$ cat src/rtl/fase_pkg.sv
// Shared types and constants for the fetch stage: FSM state, next-PC select and reset NOP.
package fase_pkg;

    localparam int unsigned XLEN_DEFAULT = 32;
    localparam logic [31:0] NOP_INSTR    = 32'h0000_0013;

    typedef enum logic [1:0] {
        StBoot,
        StRun,
        StBubble,
        StTrap
    } fetch_state_t;

    typedef enum logic [1:0] {
        SelSeq,
        SelJump,
        SelBranch,
        SelHold
    } next_pc_sel_t;

endpackage

$ cat src/rtl/fetch_pc_if.sv
// Fetch-stage bus: redirect/stall controls, ROM port and registered instruction outputs.
interface fetch_pc_if #(
    parameter int unsigned XLEN   = 32,
    parameter int unsigned ADDR_W = 8
);
    logic              stall;
    logic              jump;
    logic [XLEN-1:0]   jump_target;
    logic              branch_taken;
    logic [XLEN-1:0]   branch_target;
    logic [ADDR_W-1:0] rom_addr;
    logic [XLEN-1:0]   rom_data;
    logic [XLEN-1:0]   instr;
    logic [XLEN-1:0]   instr_pc;
    logic [XLEN-1:0]   instr_pc4;
    logic              instr_valid;
    logic              trap;

    modport master (
        input  stall, jump, jump_target, branch_taken, branch_target, rom_data,
        output rom_addr, instr, instr_pc, instr_pc4, instr_valid, trap
    );

    modport slave (
        output stall, jump, jump_target, branch_taken, branch_target, rom_data,
        input  rom_addr, instr, instr_pc, instr_pc4, instr_valid, trap
    );
endinterface

$ cat src/rtl/fetch_next_pc.sv
// Combinational next-PC select (sequential / jump / branch / hold) and misalignment flag.
// FETCH_MISALIGN_TRAP_EN: keep target[1:0] and flag misalignment instead of masking it.
module fetch_next_pc
    import fase_pkg::*;
#(
    parameter int unsigned XLEN = XLEN_DEFAULT
) (
    input  logic [XLEN-1:0] fetch_pc_i,
    input  logic            stall_i,
    input  logic            instr_valid_i,
    input  logic            jump_i,
    input  logic [XLEN-1:0] jump_target_i,
    input  logic            branch_taken_i,
    input  logic [XLEN-1:0] branch_target_i,
    output logic [XLEN-1:0] next_pc_o,
    output next_pc_sel_t    sel_o,
    output logic            misalign_o
);

    logic [XLEN-1:0] target;

    always_comb begin
        target     = jump_i ? jump_target_i : branch_target_i;
        misalign_o = 1'b0;
`ifdef FETCH_MISALIGN_TRAP_EN
        misalign_o = |target[1:0];
`else
        target[1:0] = 2'b00;
`endif
        // Redirects only count once there is a real instruction to redirect from.
        if ((jump_i || branch_taken_i) && instr_valid_i) begin
            sel_o     = jump_i ? SelJump : SelBranch;
            next_pc_o = target;
        end else if (stall_i) begin
            sel_o     = SelHold;
            next_pc_o = fetch_pc_i;
        end else begin
            sel_o     = SelSeq;
            next_pc_o = fetch_pc_i + XLEN'(4);
        end
    end

endmodule

$ cat src/rtl/fetch_pc.sv
// Instruction-fetch stage: owns the PC, addresses the ROM and registers the fetched word.
// FETCH_MISALIGN_TRAP_EN: misaligned redirect targets enter a sticky TRAP state.
module fetch_pc
    import fase_pkg::*;
#(
    parameter int unsigned XLEN     = XLEN_DEFAULT,
    parameter int unsigned ADDR_W   = 8,
    parameter logic [31:0] RESET_PC = 32'h0000_0000
) (
    input logic        clk,
    input logic        reset,
    fetch_pc_if.master bus
);

    fetch_state_t    state_q, state_d;
    logic [XLEN-1:0] fetch_pc_q, fetch_pc_d;
    logic [XLEN-1:0] instr_q, instr_d;
    logic [XLEN-1:0] instr_pc_q, instr_pc_d;
    logic            instr_valid_q, instr_valid_d;
    logic            trap_q, trap_d;

    logic [XLEN-1:0] next_pc;
    next_pc_sel_t    sel;
    logic            misalign;

    fetch_next_pc #(
        .XLEN(XLEN)
    ) u_next_pc (
        .fetch_pc_i     (fetch_pc_q),
        .stall_i        (bus.stall),
        .instr_valid_i  (instr_valid_q),
        .jump_i         (bus.jump),
        .jump_target_i  (bus.jump_target),
        .branch_taken_i (bus.branch_taken),
        .branch_target_i(bus.branch_target),
        .next_pc_o      (next_pc),
        .sel_o          (sel),
        .misalign_o     (misalign)
    );

    always_comb begin
        state_d       = state_q;
        fetch_pc_d    = fetch_pc_q;
        instr_d       = instr_q;
        instr_pc_d    = instr_pc_q;
        instr_valid_d = instr_valid_q;
        trap_d        = trap_q;
        unique case (state_q)
            // BOOT presents RESET_PC to the ROM for one cycle before the first capture.
            StBoot: begin
                if (!bus.stall) state_d = StRun;
            end
            StRun, StBubble: begin
                unique case (sel)
                    SelJump, SelBranch: begin
                        fetch_pc_d    = next_pc;
                        instr_valid_d = 1'b0;
                        state_d       = StBubble;
`ifdef FETCH_MISALIGN_TRAP_EN
                        if (misalign) begin
                            state_d = StTrap;
                            trap_d  = 1'b1;
                        end
`endif
                    end
                    SelSeq: begin
                        instr_d       = bus.rom_data;
                        instr_pc_d    = fetch_pc_q;
                        instr_valid_d = 1'b1;
                        fetch_pc_d    = next_pc;
                        state_d       = StRun;
                    end
                    default: ;
                endcase
            end
            StTrap: ;
            default: state_d = StBoot;
        endcase
    end

    always_ff @(posedge clk) begin
        if (reset) begin
            state_q       <= StBoot;
            fetch_pc_q    <= XLEN'(RESET_PC);
            instr_q       <= XLEN'(NOP_INSTR);
            instr_pc_q    <= XLEN'(RESET_PC);
            instr_valid_q <= 1'b0;
            trap_q        <= 1'b0;
        end else begin
            state_q       <= state_d;
            fetch_pc_q    <= fetch_pc_d;
            instr_q       <= instr_d;
            instr_pc_q    <= instr_pc_d;
            instr_valid_q <= instr_valid_d;
            trap_q        <= trap_d;
        end
    end

    assign bus.rom_addr    = fetch_pc_q[ADDR_W+1:2];
    assign bus.instr       = instr_q;
    assign bus.instr_pc    = instr_pc_q;
    assign bus.instr_pc4   = instr_pc_q + XLEN'(4);
    assign bus.instr_valid = instr_valid_q;
`ifdef FETCH_MISALIGN_TRAP_EN
    assign bus.trap        = trap_q;
`else
    assign bus.trap        = 1'b0;
    logic unused_misalign;
    assign unused_misalign = misalign ^ trap_q;
`endif

endmodule

$ cat src/flat_wrapper.sv
// flat-port wrapper written by rule: the top's interface ports become plain ports
module fetch_pc_flat import fase_pkg::*;
#(
    parameter int unsigned XLEN     = XLEN_DEFAULT,
    parameter int unsigned ADDR_W   = 8,
    parameter logic [31:0] RESET_PC = 32'h0000_0000
)
  (clk, reset, bus_stall, bus_jump, bus_jump_target, bus_branch_taken, bus_branch_target, bus_rom_data, bus_rom_addr, bus_instr, bus_instr_pc, bus_instr_pc4, bus_instr_valid, bus_trap);
  fetch_pc_if #(.XLEN(XLEN), .ADDR_W(ADDR_W)) bus_i ();
  input logic clk;
  input logic reset;
  input wire logic [$bits(bus_i.stall)-1:0] bus_stall;
  input wire logic [$bits(bus_i.jump)-1:0] bus_jump;
  input wire logic [$bits(bus_i.jump_target)-1:0] bus_jump_target;
  input wire logic [$bits(bus_i.branch_taken)-1:0] bus_branch_taken;
  input wire logic [$bits(bus_i.branch_target)-1:0] bus_branch_target;
  input wire logic [$bits(bus_i.rom_data)-1:0] bus_rom_data;
  output wire logic [$bits(bus_i.rom_addr)-1:0] bus_rom_addr;
  output wire logic [$bits(bus_i.instr)-1:0] bus_instr;
  output wire logic [$bits(bus_i.instr_pc)-1:0] bus_instr_pc;
  output wire logic [$bits(bus_i.instr_pc4)-1:0] bus_instr_pc4;
  output wire logic [$bits(bus_i.instr_valid)-1:0] bus_instr_valid;
  output wire logic [$bits(bus_i.trap)-1:0] bus_trap;
  assign bus_i.stall = bus_stall;
  assign bus_i.jump = bus_jump;
  assign bus_i.jump_target = bus_jump_target;
  assign bus_i.branch_taken = bus_branch_taken;
  assign bus_i.branch_target = bus_branch_target;
  assign bus_i.rom_data = bus_rom_data;
  assign bus_rom_addr = bus_i.rom_addr;
  assign bus_instr = bus_i.instr;
  assign bus_instr_pc = bus_i.instr_pc;
  assign bus_instr_pc4 = bus_i.instr_pc4;
  assign bus_instr_valid = bus_i.instr_valid;
  assign bus_trap = bus_i.trap;
  fetch_pc #(.XLEN(XLEN), .ADDR_W(ADDR_W), .RESET_PC(RESET_PC)) u_core (.clk(clk), .reset(reset), .bus(bus_i));
endmodule
$ cat config.mk
export PLATFORM = sky130hd
export DESIGN_NAME = fetch_pc_flat
export DESIGN_NICKNAME = d
export VERILOG_FILES = /design/src/rtl/fase_pkg.sv /design/src/rtl/fetch_pc_if.sv /design/src/rtl/fetch_next_pc.sv /design/src/rtl/fetch_pc.sv /design/src/flat_wrapper.sv
export SDC_FILE = /design/constraint.sdc
export NUM_CORES = 1
export LEC_CHECK = 0
export ABC_AREA = 1
export CORE_MARGIN = 2
export CORE_UTILIZATION = 49
export DETAILED_ROUTE_END_ITERATION = 8
export PLACE_DENSITY_LB_ADDON = 0.05
export SYNTH_ARGS = -nofsm -noshare
export SYNTH_HDL_FRONTEND = slang
export SYNTH_SLANG_ARGS = --single-unit
$ cat constraint.sdc
create_clock -name clk -period 6.2 [get_ports clk]
set_input_delay 1.24 -clock clk [delete_from_list [all_inputs] [get_ports clk]]
set_output_delay 1.24 -clock clk [all_outputs]
set_load 0.02 [all_outputs]
### Word level (Yosys, flattened, before mapping)

Cells that the tools add are included.

* register bits: 99
* bits in latches: 0
* RAM bits: 0
* bits in read-only memories: 0
* logic and storage cells: 37
* memories kept: 0

* add/sub/neg operators: 2
* $mul: 0
* div/mod/pow operators: 0
* order comparisons: 0
* eq/ne operators: 7
* shift operators: 0
* mux-type cells: 10
* bitwise operators: 0
* reduce and logical (&&, ||, !) cells: 13

Operators with widths (count)
* $mux W32: 3
* $add A32 B3 Y32 const B: 2
* $mux W2: 4
* $pmux W2 S2: 2
* $reduce_and A3 Y1: 2
* $eq A2 B1 Y1 const B: 2
* $eq A2 B2 Y1 const B: 2
* $logic_not A2 Y1: 2
* $reduce_and A2 Y1: 2
* $reduce_bool A2 Y1: 2
* $reduce_or A2 Y1: 2
* $ne A3 B1 Y1 const B: 1
* $reduce_or A3 Y1: 1
* $ne A2 B1 Y1 const B: 1
* $ne A2 B2 Y1 const B: 1
* $pmux W1 S2: 1
* $logic_and A1 B1 Y1: 1
* $logic_or A1 B1 Y1: 1

### Logic depth before layout (Yosys ltp)

Gate-level depths: netlist of the first run.

* depth in word-level cells: 7
* depth in mapped cells: 14

### Cells and area by module

A second synthesis of the first run with hierarchy kept.

* cell total of the unflattened synthesis: 899
* area, all modules: 5900.7 µm²

Modules (own cells, without submodules)
* fetch_pc: times used 1, cells an instance 612, area an instance 4367.9 µm², sequential area each 1981.9 µm²
* fetch_next_pc: times used 1, cells an instance 287, area an instance 1532.7 µm², sequential area each 0.0 µm²

### Worst setup path before layout of the first run

Ideal clock, no wire load.

* kind: input-to-reg
* start: in bus_jump
* end: reg u_core.fetch_pc_q[26]
* library setup time: 0.120 ns
* arrival: 2.966 ns
* required time: 6.080 ns
* path slack: 3.114 ns
* stages: 14
* buffers on the path: 3
* path through: o21a_1 nand2_1 inv_2 buf_6 buf_4 nor2_1 inv_1 ha_1 nor2_2 a21boi_4 buf_2 nand2_1 a21oi_1 a21oi_1

* cells in the longest elaborated chain, start to end: 6

RTL lines
* from (decl): RTL line flat_wrapper.sv:13 `input wire logic [$bits(bus_i.jump)-1:0] bus_jump;`
* $logic_or A1 B1 Y1: RTL line fetch_next_pc.sv:31 `if ((jump_i || branch_taken_i) && instr_valid_i) begin`
* $logic_and A1 B1 Y1: RTL line fetch_next_pc.sv:31
* $mux W2: RTL line fetch_next_pc.sv:31
* $eq A2 B1 Y1 (tied with other cells): RTL line fetch_pc.sv:54 `unique case (sel)`
* $reduce_or A3 Y1 (no line)
* $reduce_and A3 Y1 (no line)
* to (signal assigned): RTL line fetch_pc.sv:84 `fetch_pc_q <= XLEN'(RESET_PC);`
* to (signal assigned): RTL line fetch_pc.sv:91 `fetch_pc_q <= fetch_pc_d;`
* to (decl): RTL line fetch_pc.sv:16 `logic [XLEN-1:0] fetch_pc_q, fetch_pc_d;`

Parallel ways exist; a longest one is shown, timed or not.
A chain may end at the register's enable or synchronous reset.

### Worst setup path after layout of the first run

* start: in bus_jump
* end: reg u_core.fetch_pc_q[27]

The elaborated chain is that of the path after synthesis.

==> out/metrics.csv, run 1 <==
metric,value,unit
CP Capture Type,flip-flop,
DIE HEIGHT,110,µm
leakage power,0.00293,µW
final instance area,0.00777,mm²
critical-path cell list,clkdlybuf4s50_1 > nand2_1 > inv_1 > nor2_1 > inv_1 > ha_1 > nor2_2 > a21boi_4 > o21ai_0 > a21oi_1 > a21oi_1,
Syn Area/Cell,6.60,µm²
# IOs,207,
Root Driver,clkbuf_16,
Min-Delay Endpoint,u_core.bus.instr[9],
Post-CTS Setup Inserts,0,
via count,6012,
clock sinks,95,
largest net degree at the start of global routing,89,
crit path DAT,4.29,ns
Starting DRT DRC Count,378,
GPL Wtd Cong,0.913,
Peak Freq,247,MHz
Slew HR,31.0,%
WL per Instance,14.0,µm
startpoint types,input port,
"most common cell after layout, fill and taps aside",clkdlybuf4s50_1,
RSZ-0062 raised after global routing,no,
hold_sp,u_core.bus.instr[9],
largest area contributor in the netlist,dfxtp_1,
"Clk pin slew, worst setup/hold paths",0.07,ns
Rows,38,
Post-synth EDFFs,0,
htree depth,3,
Pins Over Slew Limit,0,
Via-to-Cell Ratio,5.21,
# diodes,0,
CTS Buffer Depth,2,
antenna-violating nets left,0,
slowest CP cell,a21boi_4,
hold_buf cts,0,
setup TNS,0,ns
Worst Hold Class,flip-flop to flip-flop,
First-pass DRT Iterations,5,
final WL,16100,µm
Fillers,987,
Synth Cell Area,0.00556,mm²
CTS Buf Count,9,
Tot Pwr,2760,µW
DRC,0,
Crit Path Max Fanout,43,
Crit Path Class,input port to flip-flop,
first-pass GRT wire length,26600,µm
Worst IR Drop VDD,0.000520,V
max-cap viol count,0,
core area,0.0109,mm²
Final Hold Fails,0,
input/output buffers,197,
Area contributors post-synth,"dfxtp_1 34%, nand2_1 11%, o21ai_0 8.2%, nor2_1 8.1%, a21oi_1 7.3%",
Power Dens Cells,355,mW/mm²
Synth Flop Type,dfxtp_1,
WHS Path Cells,2,
Yosys top cell area share,34.2,%
antenna violations before repair,0,
Final setup viols,0,
Initial Util,50.8,%
Area Overhead vs Synth,39.8,%
"Largest stage delay, worst path",0.81,ns
required time worst endpoint,6.44,ns
R2R setup slack,3.19,ns
total gr overflow,0,
die area,0.0122,mm²
CTS tree,built,
worst r2r dst,u_core.fetch_pc_q[27],
Synth Instances,842,
Final HPWL DP,11800,µm
"commonest cells after routing, fill and taps aside","197 x clkdlybuf4s50_1, 169 x nand2_1, 120 x nor2_1, 95 x dfxtp_1, 91 x o21ai_0",
"Period Utilization, post-route",65.4,%
hold_ws,0.479,ns
synthesized flop and latch total,95,
"FFs w/ async S/R, synth",0,%
post-synthesis sequential area ratio,34.2,%
R2R depth,10,
Synth cell types,43,
Tot GR Track Use,26.1,%
layout cell share with drive strength beyond 1,5.73,%
placed cell area,0.00745,mm²
fin nets,1115,
minimum clock period,4.05,ns
FF-to-FF Start,u_core.bus.instr_valid,
Finished Core Util,71.0,%
clk_skew,0.00951,ns
Die W,110,µm
status,"complete, no violations",
"Gates resized, CTS repair",0,
vias in the first global route,5407,
Worst-Skew Late Latency,0.35,ns
yosys warns,0,
Slew @ Worst Pin,1.04,ns
cells in the mapped netlist (5+ instances only):
cell type and count:
ha_1 6, nand2_1 170, a31oi_1 5, clkbuf_1 19, inv_1 66, nor3_1 14
o21ai_0 91, nand3_1 55, a21oi_1 81, buf_2 7, nor2_2 7, nand2_2 7
nor2_1 120, dfxtp_1 95, xor2_1 20, or2_2 5, nor2_4 7, xnor2_1 9
buf_4 17
power by group:
part           leakage (µW)  internal [µW]  total, µW  switching [µW]
registers          0.000775            778        972             194
logic               0.00201            534       1210             671
clock network      0.000151            322        582             260
total               0.00293           1630       2760            1130
cells by family after synthesis:
group,share of synthesized area (%)
other,0.0675
xor gates and xnor gates,4.57
and+or+nand+nor,31.4
buffers and inverters,9.98
DFF,34.2
AOI/OAI and AO/OA,18.4
adders and majority gates,1.35
registers in the layout, indices dropped and copies added, names as in the netlist:
name and count:
u_core.bus.instr 32, u_core.bus.instr_pc 30, u_core.fetch_pc_q 30, u_core.state_q 2, u_core.bus.instr_valid 1
cell type report:
type | count | area, µm² | share of cell area, %
clock inverters | 7 | 91.3 | 1.18
repair buffers | 200 | 1990 | 25.7
inverters | 70 | 263 | 3.38
multi-input cells | 632 | 3120 | 40.1
well taps | 140 | 175 | 2.26
flip-flops and latches | 95 | 1900 | 24.5
clock buffers | 9 | 225 | 2.90
worst max path at each step:
stage                   from               endpoint  slack [ns]  cells after the start
floorplan           bus_jump  u_core.fetch_pc_q[26]        3.11                     14
global placement    bus_jump  u_core.fetch_pc_q[27]        1.77                     11
detailed placement  bus_jump  u_core.fetch_pc_q[27]        1.71                     11
CTS                 bus_jump  u_core.fetch_pc_q[27]        2.07                     11
global route        bus_jump  u_core.fetch_pc_q[27]        1.73                     11
finish              bus_jump  u_core.fetch_pc_q[27]        2.15                     11
metal layers:
layer / up-vias / global-route usage, % / routed length [µm]
met4: 0 / 7.75 / 255
li1: 3050 / - / -
met2: 219 / 44.3 / 7530
met3: 19 / 3.73 / 878
met5: - / 0 / 0
met1: 2724 / 34.4 / 7440
through the flow:
stage | std cells | setup WS (ns)
finish | 1153 | 2.15
global route | 1153 | 1.73
CTS | 1153 | 2.07
detailed placement | 1137 | 1.71
global placement | 1137 | 1.77
floorplan | 846 | 3.11
worst max-delay path, delay by kind of cell:
family / cells / cell delay, ns
AND/OR/NAND/NOR: 3 / 0.55
AO/OA/AOI/OAI: 4 / 1.33
buffers and inverters: 3 / 0.94
adder cells (fa/ha/maj): 1 / 0.21
No activity file was read; power rests on OpenSTA's default activity.
==> run 2, diff against run 1 <==
CORE_UTILIZATION = 41   (was 49)
clock period = 3.5 ns   (was 6.2 ns; I/O delays follow)
==> out/metrics.csv, run 2 (same netlist as run 1, synthesis figures left out) <==
metric,value,unit
Area Overhead vs Synth,41.7,%
Initial Util,42.0,%
"Gates resized, CTS repair",0,
slowest CP cell,clkdlybuf4s50_1,
"Clk pin slew, worst setup/hold paths",0.08,ns
Final HPWL DP,12800,µm
clk_skew,0.00740,ns
die area,0.0145,mm²
CTS Buffer Depth,2,
WP depth,8,
fin nets,1120,
startpoint types,flip-flop,
vias in the first global route,5516,
R2R setup slack,1.31,ns
RSZ-0062 raised after global routing,no,
leakage power,0.00296,µW
Power Dens Cells,624,mW/mm²
Worst Hold Class,flip-flop to flip-flop,
DIE HEIGHT,120,µm
hold_sp,u_core.bus.instr[4],
CTS Buf Count,9,
Worst-Skew Late Latency,0.36,ns
antenna-violating nets left,0,
WHS Path Cells,2,
"most used cell, CP",nor2_1,
status,"complete, no violations",
critical path buffer and inverter count,2,
"Largest stage delay, worst path",0.63,ns
WL per Instance,14.4,µm
Root Driver,clkbuf_16,
placed cell area,0.00758,mm²
Tot GR Track Use,23.8,%
max-cap viol count,0,
Min-Delay Endpoint,u_core.bus.instr[4],
"Period Utilization, post-route",92.7,%
final WL,17200,µm
layout cell share with drive strength beyond 1,6.19,%
critical-path cell list,ha_1 > nand2_1 > nor2_1 > inv_1 > nor2_1 > nand3_1 > xnor2_1 > clkdlybuf4s50_1,
GPL Wtd Cong,0.919,
setup TNS,0,ns
FF-to-FF Start,u_core.bus.instr_valid,
antenna violations before repair,0,
# IOs,207,
core area,0.0132,mm²
required time worst endpoint,2.80,ns
Crit Path Max Fanout,4,
total gr overflow,0,
crit path DAT,2.54,ns
Starting DRT DRC Count,385,
htree depth,3,
CP Capture Type,primary output,
minimum clock period,3.24,ns
final instance area,0.00787,mm²
"commonest cells after routing, fill and taps aside","197 x clkdlybuf4s50_1, 169 x nand2_1, 120 x nor2_1, 95 x dfxtp_1, 91 x o21ai_0",
Peak Freq,308,MHz
Final Hold Fails,0,
largest net degree at the start of global routing,81,
First-pass DRT Iterations,5,
CTS tree,built,
Pins Over Slew Limit,0,
# diodes,0,
Largest register FFs,32,
Worst IR Drop VDD,0.000280,V
DRC,0,
input/output buffers,197,
worst r2r dst,u_core.fetch_pc_q[26],
clock sinks,95,
Die W,120,µm
Post-CTS Setup Inserts,0,
CP top delay family,simple AND/OR/NAND/NOR gates,
first-pass GRT wire length,27700,µm
Rows,42,
Via-to-Cell Ratio,4.98,
R2R depth,12,
"most common cell after layout, fill and taps aside",clkdlybuf4s50_1,
Final setup viols,0,
via count,5948,
Crit Path Class,flip-flop to primary output,
hold_buf cts,0,
-- run 2: cell types whose count changed in the layout (fill, tap and decap cells not counted), sizes merged --
cell	previous run	this run
clkinvlp	1	2
clkinv	3	1
bufinv	1	0
buf	3	8
inv	72	74
-- run 2: worst max-delay path by stage --
stage / from / end / slack, ns
after global routing: u_core.bus.instr_pc[3] / bus_instr_pc4[30] / 0.08
after floorplan: bus_jump / u_core.fetch_pc_q[26] / 0.95
after global placement: bus_jump / u_core.fetch_pc_q[26] / 0.38
after detailed placement: bus_jump / u_core.fetch_pc_q[26] / 0.35
final: u_core.bus.instr_pc[2] / bus_instr_pc4[30] / 0.26
after CTS: u_core.bus.instr_pc[2] / bus_instr_pc4[30] / 0.24
-- run 2: worst register-to-register path, stage by stage, from the launching register on --
cell      delay (ns)
dfxtp_1         0.35
o21a_1          0.15
nand2_1         0.13
inv_2           0.05
nor2_1          0.13
inv_1           0.06
ha_1            0.20
nor2_2          0.17
a21boi_4        0.37
buf_12          0.20
nand2_1         0.06
a21oi_1         0.14
a21oi_1         0.08
-- run 2: where the power goes --
group | total, µW | switching (µW) | internal, µW | leakage [µW]
clock | 980 | 484 | 496 | 0.000135
sequential | 1720 | 339 | 1380 | 0.000775
combinational | 2220 | 1230 | 990 | 0.00205
-- run 2: cell type report --
class	count	area, µm²
fillers	1316	5370
multi-input cells	632	3120
repair buffers	205	2080
flip-flops and latches	95	1900
inverters	70	263
clock buffers	9	225
well taps	176	220
clock inverters	7	61.3
-- run 2: metal layers --
| layer | GRT usage, % | wire length (µm) | vias to the layer above |
|---|---|---|---|
| met5 | 0 | 0 | - |
| met4 | 7.19 | 263 | 0 |
| met3 | 4.01 | 1010 | 18 |
| met2 | 40.4 | 8030 | 173 |
| met1 | 31.0 | 7920 | 2680 |
| li1 | - | - | 3077 |
-- run 2: metrics by stage --
stage | power (µW) | setup slack [ns] | hold slack [ns] | cells | util [%]
CTS | 4930 | 0.237 | 0.481 | 1194 | 59.4
global placement | 3930 | 0.377 | 0.454 | 1178 | 57.3
finish | 4910 | 0.257 | 0.477 | 1194 | 59.4
floorplan | 2980 | 0.954 | 0.454 | 846 | -
global route | 5230 | 0.0848 | 0.496 | 1194 | 59.4
detailed placement | 3960 | 0.353 | 0.462 | 1178 | 57.3
==> run 3, diff against run 2 <==
PLACE_DENSITY = 0.76   (was not set)
PLACE_DENSITY_LB_ADDON = not set   (was 0.05)
==> out/metrics.csv, run 3 (same netlist as run 1, synthesis figures left out) <==
metric,value,unit
vias in the first global route,5326,
Comb power frac,44.4,%
core area,0.0132,mm²
Root Driver,clkbuf_16,
Largest register FFs,32,
GR Util met3,4.10,%
Clock power frac,20.7,%
Slew HR,63.4,%
input/output buffers,197,
layout cell share with drive strength beyond 1,6.46,%
fin nets,1123,
total gr overflow,0,
CTS tree,built,
"most common cell after layout, fill and taps aside",clkdlybuf4s50_1,
"Gates resized, CTS repair",0,
Rows,42,
"Clk pin slew, worst setup/hold paths",0.07,ns
Worst-Skew Late Latency,0.34,ns
Peak Freq,305,MHz
CP Capture Type,primary output,
hold_buf cts,0,
Worst Hold Class,flip-flop to flip-flop,
DRC,0,
antenna violations before repair,0,
GPL Wtd Cong,0.942,
DIE HEIGHT,120,µm
"Period Utilization, post-route",93.8,%
minimum clock period,3.28,ns
Worst IR Drop VDD,0.000281,V
# diodes,0,
largest net degree at the start of global routing,72,
Die W,120,µm
Int Power,2920,µW
antenna-violating nets left,0,
Fillers,1263,
M2 GR Usage,36.0,%
Pins Over Slew Limit,0,
CTS Buffer Depth,2,
Final HPWL DP,12600,µm
Final Hold Fails,0,
Crit Path Class,flip-flop to primary output,
Post-CTS Setup Inserts,0,
max-cap viol count,0,
Initial Util,42.0,%
crit path DAT,2.58,ns
WL per Instance,13.7,µm
"commonest cells after routing, fill and taps aside","197 x clkdlybuf4s50_1, 169 x nand2_1, 120 x nor2_1, 95 x dfxtp_1, 91 x o21ai_0",
sequential power share,34.9,%
status,"complete, no violations",
Global Route met1 Usage,30.3,%
htree depth,3,
Power Dens Cells,625,mW/mm²
CTS Buf Count,9,
leakage power,0.00298,µW
required time worst endpoint,2.80,ns
# IOs,207,
Area Overhead vs Synth,41.9,%
Starting DRT DRC Count,365,
startpoint types,flip-flop,
Tot GR Track Use,22.2,%
RSZ-0062 raised after global routing,no,
Finished Core Util,59.5,%
setup TNS,0,ns
Final setup viols,0,
clock sinks,95,
die area,0.0145,mm²
via count,5970,
hold_ws,0.476,ns
final WL,16400,µm
Sw Share,40.6,%
P_sw,2000,µW
GR peak layer,met2,
First-pass DRT Iterations,5,
Crit Path Max Fanout,4,
Via-to-Cell Ratio,4.99,
Slew @ Worst Pin,0.549,ns
clk_skew,0.00609,ns
first-pass GRT wire length,26100,µm
==> run 3: power groups by stage <==
| stage | Combinational, µW | Sequential [µW] | Clock (µW) |
|---|---|---|---|
| global route | 2400 | 1760 | 1090 |
| finish | 2190 | 1720 | 1020 |
| detailed placement | 2190 | 1730 | 0 |
| CTS | 2200 | 1710 | 1040 |
| floorplan | 1130 | 1850 | 0 |
| global placement | 2170 | 1720 | 0 |
==> run 3: per-layer routing <==
| layer | up-vias | routed length [µm] |
|---|---|---|
| met4 | 0 | 337 |
| met3 | 26 | 1040 |
| met5 | - | 0 |
| met1 | 2657 | 7610 |
| met2 | 214 | 7450 |
| li1 | 3073 | - |
==> run 3: worst paths after layout <==
path / slack, ns / from / endpoint / cells past startpoint
setup / recovery: 0.22 / u_core.bus.instr_pc[2] / bus_instr_pc4[30] / 8
hold / removal: 0.48 / u_core.bus.instr[0] / u_core.bus.instr[0] / 2
setup reg to reg: 1.31 / u_core.bus.instr_valid / u_core.fetch_pc_q[26] / 12
hold reg to reg: 0.48 / u_core.bus.instr[0] / u_core.bus.instr[0] / 2
==> run 3: area by class of cell <==
| type | count | area [µm²] | area share [%] |
|---|---|---|---|
| multi-input combinational | 632 | 3120 | 39.5 |
| sequential | 95 | 1900 | 24.1 |
| tap | 176 | 220 | 2.79 |
| clock buffer | 9 | 225 | 2.86 |
| timing repair buffer | 208 | 2070 | 26.2 |
| clock inverter | 7 | 87.6 | 1.11 |
| inverter | 70 | 263 | 3.33 |
==> run 3: worst max-delay path, cell delays in order, from the launching register on <==
cell             delay (ns)
dfxtp_1                0.39
ha_1                   0.22
nand2_1                0.12
nor2_1                 0.25
inv_1                  0.07
nor2_1                 0.21
nand3_1                0.15
xnor2_1                0.20
clkdlybuf4s50_1        0.64
==> run 3: stage by stage <==
| stage | instances | setup WS, ns | instance area (µm²) | total power, µW |
|---|---|---|---|---|
| global route | 1197 | 0.0591 | 7880 | 5240 |
| floorplan | 846 | 0.954 | 5570 | 2980 |
| global placement | 1181 | 0.470 | 7570 | 3890 |
| finish | 1197 | 0.216 | 7880 | 4920 |
| CTS | 1197 | 0.183 | 7880 | 4950 |
| detailed placement | 1181 | 0.442 | 7570 | 3920 |
